[src/rtl/rca_seq_pkg.sv]
// rca_seq_pkg: shared state and opcode definitions for the multiword sequencer
package rca_seq_pkg;
  typedef enum logic [1:0] {IDLE, RUN, DONE} rca_seq_state_t;
  localparam logic OP_ADD = 1'b0;
  localparam logic OP_SUB = 1'b1;
endpackage

[src/rtl/ripple_carry_adder.sv]
// ripple_carry_adder: WIDTH-bit combinational ripple-carry adder
module ripple_carry_adder #(
  parameter int WIDTH = 4
) (
  input  logic [WIDTH-1:0] A,
  input  logic [WIDTH-1:0] B,
  input  logic             Cin,
  output logic [WIDTH-1:0] SUM,
  output logic             Cout
);
  logic [WIDTH:0] c;
  assign c[0] = Cin;
  for (genvar i = 0; i < WIDTH; i++) begin : g_bit
    assign SUM[i]  = A[i] ^ B[i] ^ c[i];
    assign c[i+1]  = (A[i] & B[i]) | (c[i] & (A[i] ^ B[i]));
  end
  assign Cout = c[WIDTH];
endmodule

[src/rtl/rca_multiword_sequencer.sv]
// rca_multiword_sequencer: wide add/subtract done one chunk per cycle through a shared adder
module rca_multiword_sequencer
  import rca_seq_pkg::*;
#(
  parameter int WIDTH = 4,
  parameter int WORDS = 4,
  localparam int TW = WIDTH * WORDS
) (
  input  logic          clk,
  input  logic          rst,
  input  logic          start,
  input  logic          op,
  input  logic [TW-1:0] a,
  input  logic [TW-1:0] b,
  input  logic          cin,
  output logic          busy,
  output logic          done,
  output logic [TW-1:0] sum,
  output logic          cout
);
  localparam int IW = $clog2(WORDS) < 1 ? 1 : $clog2(WORDS);
  rca_seq_state_t state_q, state_d;
  logic [IW-1:0]    idx_q, idx_d;
  logic [TW-1:0]    a_q, a_d, b_q, b_d, sum_q, sum_d;
  logic             carry_q, carry_d, cout_q, cout_d;
  logic [WIDTH-1:0] s;
  logic             co;
  int               lo;
  assign lo = int'(idx_q) * WIDTH;
  ripple_carry_adder #(.WIDTH(WIDTH)) u_rca (
    .A(a_q[lo +: WIDTH]),
    .B(b_q[lo +: WIDTH]),
    .Cin(carry_q),
    .SUM(s),
    .Cout(co)
  );
  assign busy = state_q != IDLE;
  assign done = state_q == DONE;
  assign sum  = sum_q;
  assign cout = cout_q;
  // next state: capture operands on start, fold one chunk per RUN cycle
  always_comb begin
    state_d = state_q;
    idx_d   = idx_q;
    a_d     = a_q;
    b_d     = b_q;
    carry_d = carry_q;
    sum_d   = sum_q;
    cout_d  = cout_q;
    case (state_q)
      IDLE: if (start) begin
        a_d     = a;
        b_d     = op == OP_SUB ? ~b : b;
        carry_d = op == OP_SUB ? 1'b1 : cin;
        idx_d   = '0;
        state_d = RUN;
      end
      RUN: begin
        sum_d[lo +: WIDTH] = s;
        carry_d = co;
        idx_d   = idx_q + 1'b1;
        if (idx_q == IW'(WORDS - 1)) begin
          cout_d  = co;
          idx_d   = '0;
          state_d = DONE;
        end
      end
      DONE: state_d = IDLE;
      default: state_d = IDLE;
    endcase
  end
  // state registers with synchronous reset
  always_ff @(posedge clk) begin
    if (rst) begin
      state_q <= IDLE;
      idx_q   <= '0;
      a_q     <= '0;
      b_q     <= '0;
      carry_q <= 1'b0;
      sum_q   <= '0;
      cout_q  <= 1'b0;
    end else begin
      state_q <= state_d;
      idx_q   <= idx_d;
      a_q     <= a_d;
      b_q     <= b_d;
      carry_q <= carry_d;
      sum_q   <= sum_d;
      cout_q  <= cout_d;
    end
  end
endmodule

[config.mk]
export PLATFORM = sky130hd
export DESIGN_NAME = rca_multiword_sequencer
export DESIGN_NICKNAME = d
export VERILOG_FILES = /design/src/rtl/rca_seq_pkg.sv /design/src/rtl/ripple_carry_adder.sv /design/src/rtl/rca_multiword_sequencer.sv
export SDC_FILE = /design/constraint.sdc
export NUM_CORES = 1
export LEC_CHECK = 0
export CORE_UTILIZATION = 50
export CTS_BUF_LIST = sky130_fd_sc_hd__clkbuf_4 sky130_fd_sc_hd__clkbuf_8 sky130_fd_sc_hd__clkbuf_16
export DETAILED_ROUTE_END_ITERATION = 8
export PLACE_DENSITY = 0.82
export SLEW_MARGIN = 30
export SYNTH_ARGS = -nofsm -noshare
export SYNTH_HDL_FRONTEND = slang
export SYNTH_SLANG_ARGS = --single-unit
[constraint.sdc]
create_clock -name clk -period 4.5 [get_ports clk]
set_clock_uncertainty 0.1 [all_clocks]
set_input_delay 0.9 -clock clk [delete_from_list [all_inputs] [get_ports clk]]
set_output_delay 0.9 -clock clk [all_outputs]
set_load 0.02 [all_outputs]
* Yosys cells after proc, flatten, opt, wreduce, memory -nomap -nowiden
Cells that the tools add are included.
** Operators by class
- Bitwise logic cells :: 21
- Equality and inequality tests :: 5
- $mul :: 0
- Shifts and indexed selects :: 4
- Muxes and demuxes :: 11
- Div/mod/pow operators :: 0
- Order comparisons :: 0
- Reduce and logical (&&, ||, !) cells :: 7
- $add $sub $neg :: 2
** Operators by type and width (count)
- negation 4 -> 33 bit :: 1
- variable shift 4 x 33 -> 16 bit (first input constant) :: 1
- indexed part select 4 x 33 -> 16 bit :: 1
- indexed part select 16 x 5 -> 4 bit :: 2
- bitwise mux 16 bit :: 1
- two-way mux 16 bit :: 1
- NOT 16 bit :: 1
- bitwise AND 1 bit :: 8
- two-way mux 2 bit :: 4
- one-hot mux 2 bit (2 select lines) :: 2
- AND reduction 2 bit :: 4
- bitwise XOR 1 bit :: 8
- equality test 2 bit (second input constant) :: 2
- inequality test 2 bit (second input constant) :: 2
- bitwise OR 1 bit :: 4
- nonzero test 2 bit :: 2
- adder 2 x 1 -> 2 bit (second input constant) :: 1
- equality test 2 x 1 -> 1 bit (second input constant) :: 1
- zero test 2 bit :: 1
- two-way mux 1 bit :: 2
- one-hot mux 1 bit (2 select lines) :: 1
** Word-level totals
- Bits in latches :: 0
- Flip-flop bits (word level) :: 54
- Word-level logic and storage cells :: 57
- ROM bits :: 0
- Input port bits :: 37
- RAM bits :: 0
- Output and inout bits :: 19
- Memories kept :: 0

* Longest topological paths before layout
- Depth in word-level cells :: 11
- Mapped depth :: 9

* Modules after synthesis
A second synthesis with hierarchy kept.
** Unflattened totals
- Cells, all modules :: 267
- Area total of the unflattened synthesis :: 2546.2 um^2
** Modules (own cells, without submodules)
- rca_multiword_sequencer :: area an instance 2428.6 um^2, cells each 253, seq. area each 1081.0 um^2, instances 1
- ripple_carry_adder :: area an instance 117.6 um^2, cells each 14, seq. area each 0.0 um^2, instances 1

* Worst setup path after synthesis
No wires, ideal clock.
- Path type :: register to register
- Start :: register idx_q[0]
- End :: register sum_q[3] (netlist: sum[3])
- Data arrival time :: 3.238 ns
- Cell stages (with the launch flop) :: 9
- Setup time :: 0.088 ns
- Path slack :: 1.074 ns
- Period minus slack after synthesis :: 3.426 ns
- Path buffers :: 1
- Data required time :: 4.312 ns
- Path through :: dfxtp_1 > buf_2 > mux4_2 > fa_1 > fa_1 > fa_1 > fa_1 > inv_1 > o32ai_2
** Between the ends
- Longest elaborated chain between the ends :: 11
- Elaborated cells on any way between the ends :: 23
- Classes of those cells :: add/sub (1); shift (4); mux (1); bitwise (17)
** RTL lines
- start, declared :: line rca_multiword_sequencer.sv:23 : logic [IW-1:0] idx_q, idx_d;
- start signal, assigned :: line rca_multiword_sequencer.sv:84 : idx_q <= idx_d;
- indexed part select 16 x 5 -> 4 bit, on equally long branches :: line rca_multiword_sequencer.sv:31, rca_multiword_sequencer.sv:32
- bitwise XOR 1 bit :: line ripple_carry_adder.sv:14, ripple_carry_adder.sv:15
- bitwise AND 1 bit :: line ripple_carry_adder.sv:15 : assign c[i+1] = (A[i] & B[i]) | (c[i] & (A[i] ^ B[i]));
- bitwise OR 1 bit :: line ripple_carry_adder.sv:15
- bitwise AND 1 bit :: line ripple_carry_adder.sv:15
- bitwise OR 1 bit :: line ripple_carry_adder.sv:15
- bitwise AND 1 bit :: line ripple_carry_adder.sv:15
- bitwise OR 1 bit :: line ripple_carry_adder.sv:15
- bitwise XOR 1 bit :: line ripple_carry_adder.sv:14 : assign SUM[i] = A[i] ^ B[i] ^ c[i];
- indexed part select 4 x 33 -> 16 bit :: line rca_multiword_sequencer.sv:59 : sum_d[lo +: WIDTH] = s;
- bitwise mux 16 bit (*) :: line rca_multiword_sequencer.sv:59
- end signal, assigned :: line rca_multiword_sequencer.sv:88 : sum_q <= sum_d;
- end, declared :: line rca_multiword_sequencer.sv:24 : logic [TW-1:0] a_q, a_d, b_q, b_d, sum_q, sum_d;
Every way passes the cells marked *; elsewhere a longest branch is shown, timed or not.
A chain may end at the register's enable or synchronous reset.

* Worst setup path in the final report
Same ends and word-level chain as after synthesis.

==> flow_metrics.py <==
metrics = {
    "layout": {
        "final_cell_mix": "54 x dfxtp_1, 54 x clkdlybuf4s50_1, 39 x nand2_1",
        "drive_gt1_share_pct": 9.032,
        "syn_to_final_growth_pct": 26.40,
        "nets": 356,
        "nFillCells": 399,
        "ff_latch_area_um2": 1081,
        "antenna_cells": 0,
        "fin_util_pct": 66.59,
        "multi_input_area_um2": 1338,
    },
    "sta": {
        "final.min_clock_period_ns": 3.486,
        "rsz0062_at_grt": "false",
        "worstMarginPinSlew_ns": 0.8799,
        "hold_viol_final": 0,
        "slew_viol_final": 0,
        "period_share_pct": 77.46,
        "max_freq_ghz": 0.2869,
        "slew_headroom_pct": 41.16,
        "finalSetupViolations": 0,
        "finalSetupTns_ns": 0,
    },
    "clock_network": {
        "numCtsBuffers": 5,
        "cts.htree.levels": 2,
        "postCtsSetupBuffers": 0,
        "cts_root_buffer": "clkbuf_8",
        "postCtsResizedCells": 0,
        "hold_buffers": 0,
        "cts_num_sinks": 54,
        "cts_max_path_buffers": 2,
        "clk_latency_ns": 0.31,
        "cts_tree": "done",
        "clkTransAtPathRegs_ns": 0.09,
    },
    "setup_path": {
        "reg2reg_setup_slack_ns": 1.01,
        "critPathCapture": "sum[3]$_SDFFE_PP0P_",
        "worst-setup-path-type": "flip-flop to flip-flop",
        "worstSetupStartpoint": "idx_q[0]$_SDFFE_PP0P_",
        "cp_slowest_cell": "dfxtp_1",
        "worstPathArrival_ns": 3.61,
        "cp_max_fo": 9,
        "timing.rr.start": "idx_q[0]$_SDFFE_PP0P_",
        "cp_cell_sequence": "mux4_2, fa_1, fa_1, fa_1, fa_1, inv_1, o32ai_2",
        "cp_common_cell": "fa_1",
        "cpPeakStageDelay_ns": 0.60,
        "r2r_end": "sum[3]$_SDFFE_PP0P_",
        "reg2reg_depth": 7,
        "worstSetupEndpointType": "flip-flop",
        "cp-start-kind": "flip-flop",
        "required_ns": 4.62,
    },
    "placement": {
        "portBuffers": 55,
        "gp_congestion": 0.7744,
        "hpwl_mm": 3.742,
    },
    "route": {
        "drt_wl_total_mm": 5.105,
        "firstDrtPassIters": 4,
        "drcViolationCount": 0,
        "vias": 2004,
        "ant_nets": 0,
        "wl_per_cell_um": 13.54,
        "drt_iter0_markers": 84,
        "viasPerCell": 5.316,
    },
    "yosys": {
        "synth_top_family_by_area": "simple AND/OR/NAND/NOR gates",
        "synth_cell_types": 34,
        "synth_area_leader_cell": "dfxtp_1",
        "synth_compound_area_share_pct": 15.78,
        "synthSimpleGateAreaFrac_pct": 17.82,
        "ys_warn_count": 0,
        "synth_seq_area_share_pct": 42.88,
        "yosys.area.top_type_share_pct": 42.88,
        "muxShareOfSynthArea_pct": 7.543,
        "synthCells": 264,
        "syn_nets": 311,
        "synth_edf_count": 0,
        "syn_area_per_cell_um2": 9.550,
        "synth-main-ff-cell": "dfxtp_1",
        "synthesis.area_um2": 2521,
        "synth_xor_xnor_area_share_pct": 5.558,
        "yosys.area_share.adder_pct": 6.154,
        "ys_async_sr_fraction_pct": 0,
        "synth_seq_cells": 54,
        "synthTopCellsByArea": "dfxtp_1 43%, mux4_2 7.1%, nand2_1 5.8%",
    },
    "die": {
        "fp.dieH_um": 73.01,
        "fp.coreArea_um2": 4786,
        "floorplan.rows": 25,
        "die_w_um": 73.01,
        "fp.dieArea_um2": 5330,
        "start_util_pct": 52.68,
        "ioPinCount": 56,
    },
    "power_and_ir_drop": {
        "power.density_nw_per_um2": 311.8,
        "power.total_w": 0.0009937,
        "p_leak_nw": 1.149,
        "ir_drop_mv": 0.1685,
    },
    "global_routing": {
        "grt_pass1_wl_mm": 8.597,
        "grt_use_total_pct": 21.18,
        "grt_remaining_overflow": 0,
        "grt_max_degree": 60,
        "antenna_found_initial": 0,
        "grt_pass1_vias": 1901,
    },
    "flow_run": {
        "cap_violations": 0,
    },
    "run_status": {
        "status": "finished, final reports clean",
    },
    "hold_path": {
        "hp-class": "flip-flop to flip-flop",
    },
}
==> power by group <==
group          internal [W]  total (W)  switching [W]
Combinational     0.0000934   0.000185      0.0000916
Sequential         0.000504   0.000525      0.0000208
Clock              0.000130   0.000283       0.000153
Total              0.000728   0.000994       0.000265
==> worst min-delay path by stage <==
stage,start,end,cells past startpoint
5_1_grt,a_q[15]$_SDFFE_PP0P_,a_q[15]$_SDFFE_PP0P_,2
2_1_floorplan,a_q[6]$_SDFFE_PP0P_,a_q[6]$_SDFFE_PP0P_,2
4_1_cts,a_q[9]$_SDFFE_PP0P_,a_q[9]$_SDFFE_PP0P_,2
6_report,sum[10]$_SDFFE_PP0P_,sum[10]$_SDFFE_PP0P_,2
3_5_place_dp,sum[10]$_SDFFE_PP0P_,sum[10]$_SDFFE_PP0P_,2
3_3_place_gp,a_q[3]$_SDFFE_PP0P_,a_q[3]$_SDFFE_PP0P_,2
==> cell usage after synthesis, types with 2 or more instances <==
cell type,number
a211oi_1,16
a21oi_1,23
a32oi_1,8
buf_1,2
buf_2,8
clkbuf_1,9
dfxtp_1,54
fa_1,4
ha_1,6
inv_1,7
mux4_2,8
nand2_1,39
nand2b_1,5
nand3b_1,4
nand4_1,4
nor2_1,29
nor2b_1,2
o21ai_0,2
o32ai_2,4
xnor2_1,16
==> state kept, by name (all words and copies together) (netlist names) <==
register / cells
idx_q: 2
state_q: 2
cout: 1
sum: 16
carry_q: 1
a_q: 16
b_q: 16
==> stage by stage <==
step	cell area (um2)	hold WS, ns	cells	setup slack [ns]
after floorplan	2521	0.3331	264	1.074
after global placement	3089	0.3416	369	1.095
after detailed placement	3089	0.3496	369	1.021
after CTS	3184	0.3624	377	1.003
after global routing	3187	0.3847	377	0.8469
final	3187	0.3617	377	1.014
==> area by class of cell <==
| class | count | share of cell area (%) |
|---|---|---|
| clock buffers | 7 | 2.827 |
| clock inverters | 1 | 0.1570 |
| well taps | 67 | 2.631 |
| multi-input cells | 184 | 41.97 |
| flip-flops and latches | 54 | 33.92 |
| repair buffers | 57 | 17.67 |
| inverters | 7 | 0.8245 |
==> critical path, delay by kind of cell, from the launching register on <==
family / cells / cell delay [ns]
buffers and inverters: 1 / 0.07
muxes: 1 / 0.58
DFF: 1 / 0.60
adders and majority gates: 4 / 1.80
AOI/OAI and AO/OA: 1 / 0.25
==> per-layer routing <==
metal	GRT usage (%)	vias up	wire length (um)
met2	35.49	71	2555
met1	25.96	912	2211
li1	-	1011	-
met4	8.061	0	86
met5	0	-	0
met3	5.663	10	251
==> cells by family (layout without fill, tap and decap cells) <==
family | Yosys count | in the layout
XOR/XNOR | 16 | 16
flip-flops | 54 | 54
AND/OR/NAND/NOR | 94 | 94
AO/OA/AOI/OAI | 55 | 55
multiplexers | 9 | 9
buffers and inverters | 26 | 72
adder cells (fa/ha/maj) | 10 | 10
Note: power is estimated with default switching activity, not from simulation.
